--- config.mk ---
export PLATFORM = sky130hd
export DESIGN_NAME = key_cmd_scheduler
export DESIGN_NICKNAME = d
export VERILOG_FILES = /design/src/rtl/key_cmd_scheduler.sv
export SDC_FILE = /design/constraint.sdc
export NUM_CORES = 1
export LEC_CHECK = 0
export CORE_ASPECT_RATIO = 1.5
export CORE_UTILIZATION = 40
export DETAILED_ROUTE_END_ITERATION = 12
export PLACE_DENSITY = 0.54
export RECOVER_POWER = 50
export SYNTH_ARGS = -nofsm -noshare
export SYNTH_HDL_FRONTEND = slang
export SYNTH_SLANG_ARGS = --single-unit
--- constraint.sdc ---
create_clock -name clk -period 4.6 [get_ports clk]
set_input_delay 1.15 -clock clk [delete_from_list [all_inputs] [get_ports clk]]
set_output_delay 1.15 -clock clk [all_outputs]
set_load 0.005 [all_outputs]
--- src/rtl/key_cmd_scheduler.sv ---
`default_nettype none
// ============================================================================
// Module   : key_cmd_scheduler
// Purpose  : Turns N debounced, active-low key levels into short/long press
//            events. Each key owns a one-deep pending slot. Pending events are
//            issued one at a time over a valid/ready command port, and the
//            arbiter between keys is round-robin.
// Revision : 1.0  initial release
// ----------------------------------------------------------------------------
// Ports
//   clk        in   1        system clock, rising edge
//   rst_n      in   1        synchronous active-low reset
//   key_n      in   N_KEYS   debounced key levels, 0 = pressed, idle 1
//   cmd_valid  out  1        command available
//   cmd_ready  in   1        consumer accepts when cmd_valid & cmd_ready
//   cmd_key    out  KEY_W    key index of the current command
//   cmd_long   out  1        1 = long press, 0 = short press
//   ovf_pulse  out  1        one-cycle pulse: an event was dropped because
//                            the key's pending slot was full
// ============================================================================
module key_cmd_scheduler #(
  parameter int N_KEYS   = 4,
  parameter int KEY_W    = 2,
  parameter int CNT_W    = 25,
  parameter int LONG_CYC = 25000000
) (
  input  logic              clk,
  input  logic              rst_n,
  input  logic [N_KEYS-1:0] key_n,
  output logic              cmd_valid,
  input  logic              cmd_ready,
  output logic [KEY_W-1:0]  cmd_key,
  output logic              cmd_long,
  output logic              ovf_pulse
);

  // The terminal count is the last cycle of a press that still counts as short.
  localparam logic [CNT_W-1:0] c_LONG_LAST = CNT_W'(LONG_CYC - 1);
  // At reset the pointer sits on the last key, so key 0 wins the first scan.
  localparam logic [KEY_W-1:0] c_PTR_RST   = KEY_W'(N_KEYS - 1);

  typedef enum logic [1:0] {
    ST_HELD  = 2'd0,
    ST_IDLE  = 2'd1,
    ST_PRESS = 2'd2
  } key_state_e;

  // Events are produced in the cycle in which they are detected.
  logic [N_KEYS-1:0] w_ev_short;
  logic [N_KEYS-1:0] w_ev_long;
  logic [N_KEYS-1:0] w_ev_any;

  // Pending slots
  logic [N_KEYS-1:0] pend_q, pend_d;
  logic [N_KEYS-1:0] pend_long_q, pend_long_d;
  logic              ovf_d;

  // Arbiter and output register
  logic              cmd_valid_q;
  logic [KEY_W-1:0]  cmd_key_q;
  logic              cmd_long_q;
  logic              ovf_pulse_q;
  logic [KEY_W-1:0]  ptr_q;

  logic              w_out_free;
  logic              w_gnt_found;
  logic [KEY_W-1:0]  w_gnt_idx;
  logic [KEY_W:0]    w_scan_idx;
  logic [N_KEYS-1:0] w_grant;

  // --------------------------------------------------------------------------
  // Per-key press classifier
  // --------------------------------------------------------------------------
  for (genvar gi = 0; gi < N_KEYS; gi++) begin : g_key
    key_state_e       state_q;
    logic [CNT_W-1:0] cnt_q;

    assign w_ev_short[gi] = (state_q == ST_PRESS) && key_n[gi];
    assign w_ev_long[gi]  = (state_q == ST_PRESS) && !key_n[gi] &&
                            (cnt_q == c_LONG_LAST);

    // HELD blocks all events until the key is seen released. Because reset
    // lands here, a key held through reset stays silent. It also makes the
    // release that follows a long press silent.
    always_ff @(posedge clk) begin
      if (!rst_n) begin
        state_q <= ST_HELD;
        cnt_q   <= '0;
      end else begin
        case (state_q)
          ST_HELD: begin
            if (key_n[gi]) state_q <= ST_IDLE;
          end
          ST_IDLE: begin
            if (!key_n[gi]) begin
              state_q <= ST_PRESS;
              cnt_q   <= '0;
            end
          end
          ST_PRESS: begin
            if (key_n[gi]) begin
              state_q <= ST_IDLE;
            end else if (cnt_q == c_LONG_LAST) begin
              state_q <= ST_HELD;
              cnt_q   <= '0;
            end else begin
              cnt_q   <= cnt_q + CNT_W'(1);
            end
          end
          default: begin
            state_q <= ST_HELD;
            cnt_q   <= '0;
          end
        endcase
      end
    end
  end

  assign w_ev_any = w_ev_short | w_ev_long;

  // --------------------------------------------------------------------------
  // Round-robin arbiter: the first pending key after the pointer, with wrap.
  // The index is one bit wider than KEY_W so that ptr + N_KEYS cannot
  // overflow before it is reduced modulo N_KEYS.
  // --------------------------------------------------------------------------
  assign w_out_free = !cmd_valid_q || cmd_ready;

  always_comb begin
    w_gnt_found = 1'b0;
    w_gnt_idx   = '0;
    w_scan_idx  = '0;
    for (int k = 1; k <= N_KEYS; k++) begin
      w_scan_idx = {1'b0, ptr_q} + (KEY_W+1)'(k);
      if (w_scan_idx >= (KEY_W+1)'(N_KEYS)) begin
        w_scan_idx = w_scan_idx - (KEY_W+1)'(N_KEYS);
      end
      if (!w_gnt_found && pend_q[w_scan_idx[KEY_W-1:0]]) begin
        w_gnt_found = 1'b1;
        w_gnt_idx   = w_scan_idx[KEY_W-1:0];
      end
    end
  end

  assign w_grant = (w_out_free && w_gnt_found) ? (N_KEYS'(1) << w_gnt_idx)
                                               : '0;

  // --------------------------------------------------------------------------
  // Pending slots. A key that is granted in this cycle frees its slot, so an
  // event arriving in the same cycle loads instead of overflowing.
  // --------------------------------------------------------------------------
  always_comb begin
    pend_d      = pend_q;
    pend_long_d = pend_long_q;
    ovf_d       = 1'b0;
    for (int k = 0; k < N_KEYS; k++) begin
      if (w_grant[k]) pend_d[k] = 1'b0;
      if (w_ev_any[k]) begin
        if (pend_q[k] && !w_grant[k]) begin
          ovf_d = 1'b1;
        end else begin
          pend_d[k]      = 1'b1;
          pend_long_d[k] = w_ev_long[k];
        end
      end
    end
  end

  always_ff @(posedge clk) begin
    if (!rst_n) begin
      pend_q      <= '0;
      pend_long_q <= '0;
    end else begin
      pend_q      <= pend_d;
      pend_long_q <= pend_long_d;
    end
  end

  // --------------------------------------------------------------------------
  // Output register. cmd_key and cmd_long only change when the register is
  // free, so they stay stable while the consumer stalls.
  // --------------------------------------------------------------------------
  always_ff @(posedge clk) begin
    if (!rst_n) begin
      cmd_valid_q <= 1'b0;
      cmd_key_q   <= '0;
      cmd_long_q  <= 1'b0;
      ovf_pulse_q <= 1'b0;
      ptr_q       <= c_PTR_RST;
    end else begin
      ovf_pulse_q <= ovf_d;
      if (w_out_free) begin
        if (w_gnt_found) begin
          cmd_valid_q <= 1'b1;
          cmd_key_q   <= w_gnt_idx;
          cmd_long_q  <= pend_long_q[w_gnt_idx];
          ptr_q       <= w_gnt_idx;
        end else begin
          cmd_valid_q <= 1'b0;
        end
      end
    end
  end

  assign cmd_valid = cmd_valid_q;
  assign cmd_key   = cmd_key_q;
  assign cmd_long  = cmd_long_q;
  assign ovf_pulse = ovf_pulse_q;

endmodule
`default_nettype wire

==> results.sh <==
export IMPL_status="finished, violations left"
export IMPL_violations="max-capacitance violations, max-slew violations"
export IMPL_path_clk_slew_ps=60
export IMPL_synth_area_mux_share_pct=0.8095
export IMPL_die_h_um=156.2
export IMPL_min_from="g_key[1].cnt_q[24]$_SDFFE_PN0P_"
export IMPL_synth_cell_types=67
export IMPL_wl_um=15560
export IMPL_grt_pass1_vias=5731
export IMPL_antenna_cells=0
export IMPL_synthToLayoutAreaGrowth_pct=14.18
export IMPL_first_pass_iters=5
export IMPL_cts_root_buf="clkbuf_16"
export IMPL_worstRegToRegCells=8
export IMPL_power_density_mw_per_mm2=369.4
export IMPL_finish_instance_area_mm2=0.007236
export IMPL_synth_top_family_by_area="simple AND/OR/NAND/NOR gates"
export IMPL_post_route_drc_count=0
export IMPL_crit_path_max_fanout=12
export IMPL_cts_path_max_buffers=2
export IMPL_timing_rr_start="g_key[1].cnt_q[0]$_SDFFE_PN0P_"
export IMPL_htree_levels=4
export IMPL_avgSynthCellArea_um2=8.104
export IMPL_die_area_mm2=0.01636
export IMPL_hold_end="g_key[1].cnt_q[24]$_SDFFE_PN0P_"
export IMPL_synth_edf_count=0
export IMPL_clk_latency_ps=430
export IMPL_ios=12
export IMPL_p_int_mw=2.098
export IMPL_rsz0062_at_grt="no"
export IMPL_cts_tree="yes"
export IMPL_dp_hpwl_um=10630
export IMPL_slew_headroom_pct=-11.34
export IMPL_multi_input_area_mm2=0.003621
export IMPL_p_switching_mw=0.5755
export IMPL_synth_area_top_cells="dfxtp_1, nor2_1, a21oi_1"
export IMPL_hp_class="flip-flop to flip-flop"
export IMPL_hold_viol=0
export IMPL_fmax_ghz=0.2890
export IMPL_fillers=1562
export IMPL_synth_area_mm2=0.006337
export IMPL_synth_compound_area_share_pct=22.37
export IMPL_clock_power_share_pct=55.8
export IMPL_routedWlPerCell_um=15.57
export IMPL_post_cts_buffers=0
export IMPL_synth_largest_area_cell="dfxtp_1"
export IMPL_grt_max_degree=37
export IMPL_synth_top_area_share_pct=38.85
export IMPL_finalSetupViolations=0
export IMPL_yosysSeqAreaShare_pct=38.85
export IMPL_switching_share_pct=21.53
export IMPL_cts_sinks=123
export IMPL_arrival_ps=3780
export IMPL_maxCapViolCount=2
export IMPL_async_flop_share_pct=0
export IMPL_clock_skew_ps=10.48
export IMPL_yosys_area_share_simple_pct=29.50
export IMPL_ys_top_cells_by_count="dfxtp_1, nor2_1, a21oi_1"
export IMPL_worst_pin_slew_ps=1659
export IMPL_power_frac_comb_pct=3.7
export IMPL_ff_latch_area_mm2=0.002462
export IMPL_start_util_pct=40.74
export IMPL_synth_ff_type="dfxtp_1"
export IMPL_yosysMostFrequentCell="dfxtp_1"
export IMPL_synth_cells=782
export IMPL_synthAdderAreaFrac_pct=0.7897
export IMPL_fin_crit_sh_pct=75.23
export IMPL_period_needed_ps=3461
export IMPL_die_w_um=104.8
export IMPL_cp_start_kind="flip-flop"
export IMPL_r2r_setup_slack_ps=1140
export IMPL_critPathCaptureType="flip-flop"
export IMPL_critical_path_class="flip-flop to flip-flop"
export IMPL_grt_usage_pct=20.09
export IMPL_yosys_warnings=0
export IMPL_hold_buffers=0
export IMPL_fin_nets=794
export IMPL_antenna_found_initial=0
export IMPL_post_cts_resized=0
export IMPL_cts_buffers=17
export IMPL_routabilityCongestion=0.8034
export IMPL_drtIter0Drc=207
export IMPL_ant_nets=0
export IMPL_postPlaceCellArea_mm2=0.006601
export IMPL_setup_tns_ps=0
export IMPL_overflow=0
export IMPL_dp_cells=967
export IMPL_grt_pass1_wl_um=26850
export IMPL_whs_path_depth=1
export IMPL_finalNonFillerCells=999
export IMPL_cp_required_ps=4920
export IMPL_num_rows=56
export IMPL_peakVddDrop_v=0.0002005
export IMPL_via_per_inst=5.852
export IMPL_port_buffers=11
export IMPL_reg2reg_to="g_key[1].cnt_q[20]$_SDFFE_PN0P_"
export IMPL_layout_drive_gt1_share_pct=6.910
export IMPL_synth_seq_cells=123
export IMPL_drv_slew=32
export IMPL_synth_xor_area_share_pct=3.870
export IMPL_core_mm2=0.01555
export IMPL_synth_net_count=793
export IMPL_pwr_share_seq_pct=40.6
export IMPL_vias=5846
export IMPL_whs_ps=482.1
export IMPL_p_leak_nw=2.369
==> worst max-delay path, cell delays in order (launching register included) <==
cell	delay, ps
dfxtp_1	380
ha_1	220
and3_1	190
nand3_1	160
o311ai_0	1340
clkbuf_1	510
o21bai_1	200
a211oi_1	100
a31o_2	260
==> worst max path at each step <==
stage                     cells past startpoint                         endpoint  slack (ps)                            from
after floorplan                               6      pend_long_q[2]$_SDFFE_PN0P_        2160                       cmd_ready
after global placement                        7      pend_long_q[2]$_SDFFE_PN0P_        1280                       cmd_ready
after CTS                                     7      pend_long_q[2]$_SDFFE_PN0P_        1650                       cmd_ready
after global routing                          8  g_key[1].cnt_q[20]$_SDFFE_PN0P_         780  g_key[1].cnt_q[0]$_SDFFE_PN0P_
after detailed placement                      7      pend_long_q[2]$_SDFFE_PN0P_        1220                       cmd_ready
final                                         8  g_key[1].cnt_q[20]$_SDFFE_PN0P_        1140  g_key[1].cnt_q[0]$_SDFFE_PN0P_
==> final cells by class <==
type	count	share of cell area [%]
multi-input cells	603	50.04
flip-flops and latches	123	34.03
clock buffers	23	7.021
clock inverters	9	2.162
inverters	19	0.9856
well taps	203	3.510
repair buffers	19	2.248
==> cells in the final DEF (no fill, tap or decap), drive strengths merged, types with 7 or more instances in the layout <==
cell and instances:
or3 13, nor3 31, nand2 56, inv 20, and3 22, nor3b 7, a211oi 9, a21oi 64
nor2 94, xnor2 11, o21ai 45, a31oi 18, nand3 39, a41oi 8, a311oi 22, nand4 27
xor2 17, nor4 12, dfxtp 123, nand2b 9, nor2b 8, clkbuf 25, dlygate4sd3 10, and2 8
==> state kept, by name (all words and copies together), names as in the netlist <==
name,count
g_key.cnt_q,100
cmd_key,2
cmd_long,1
ovf_pulse,1
g_key.state_q,8
pend_q,4
cmd_valid,1
pend_long_q,4
ptr_q,2
==> power by group through the flow <==
stage	clock, mW	sequential, mW	combinational [mW]
2_1_floorplan	0	1.10	0.0714
3_3_place_gp	0	1.11	0.100
3_5_place_dp	0	1.11	0.102
4_1_cts	1.52	1.08	0.103
5_1_grt	1.57	1.09	0.109
6_report	1.49	1.08	0.0980
==> routing by layer <==
metal	global-route usage, %	vias to the layer above	routed length (µm)	share of wire [%]
li1	-	2914	-	-
met1	22.03	2828	6801	44
met2	37.65	91	8140	52
met3	4.678	13	441	2.8
met4	6.774	0	174	1.1
met5	0	-	0	0
==> through the flow <==
| step | power [mW] | utilization, % | worst slack, ps |
|---|---|---|---|
| 6_report | 2.673 | 46.52 | 1139 |
| 3_5_place_dp | 1.210 | 42.44 | 1222 |
| 5_1_grt | 2.766 | 46.52 | 783.1 |
| 3_3_place_gp | 1.207 | 42.44 | 1279 |
| 2_1_floorplan | 1.176 | - | 2157 |
| 4_1_cts | 2.704 | 46.71 | 1653 |
==> cells by family (layout without fill, tap and decap cells) <==
kind of cell | Yosys count | after routing
buf+inv | 56 | 70
compound gates | 214 | 214
mux | 5 | 5
flops | 123 | 123
simple gates | 352 | 352
xor+xnor | 28 | 28
fa+ha+maj | 4 | 4
Note: power is estimated with default switching activity, not from simulation.
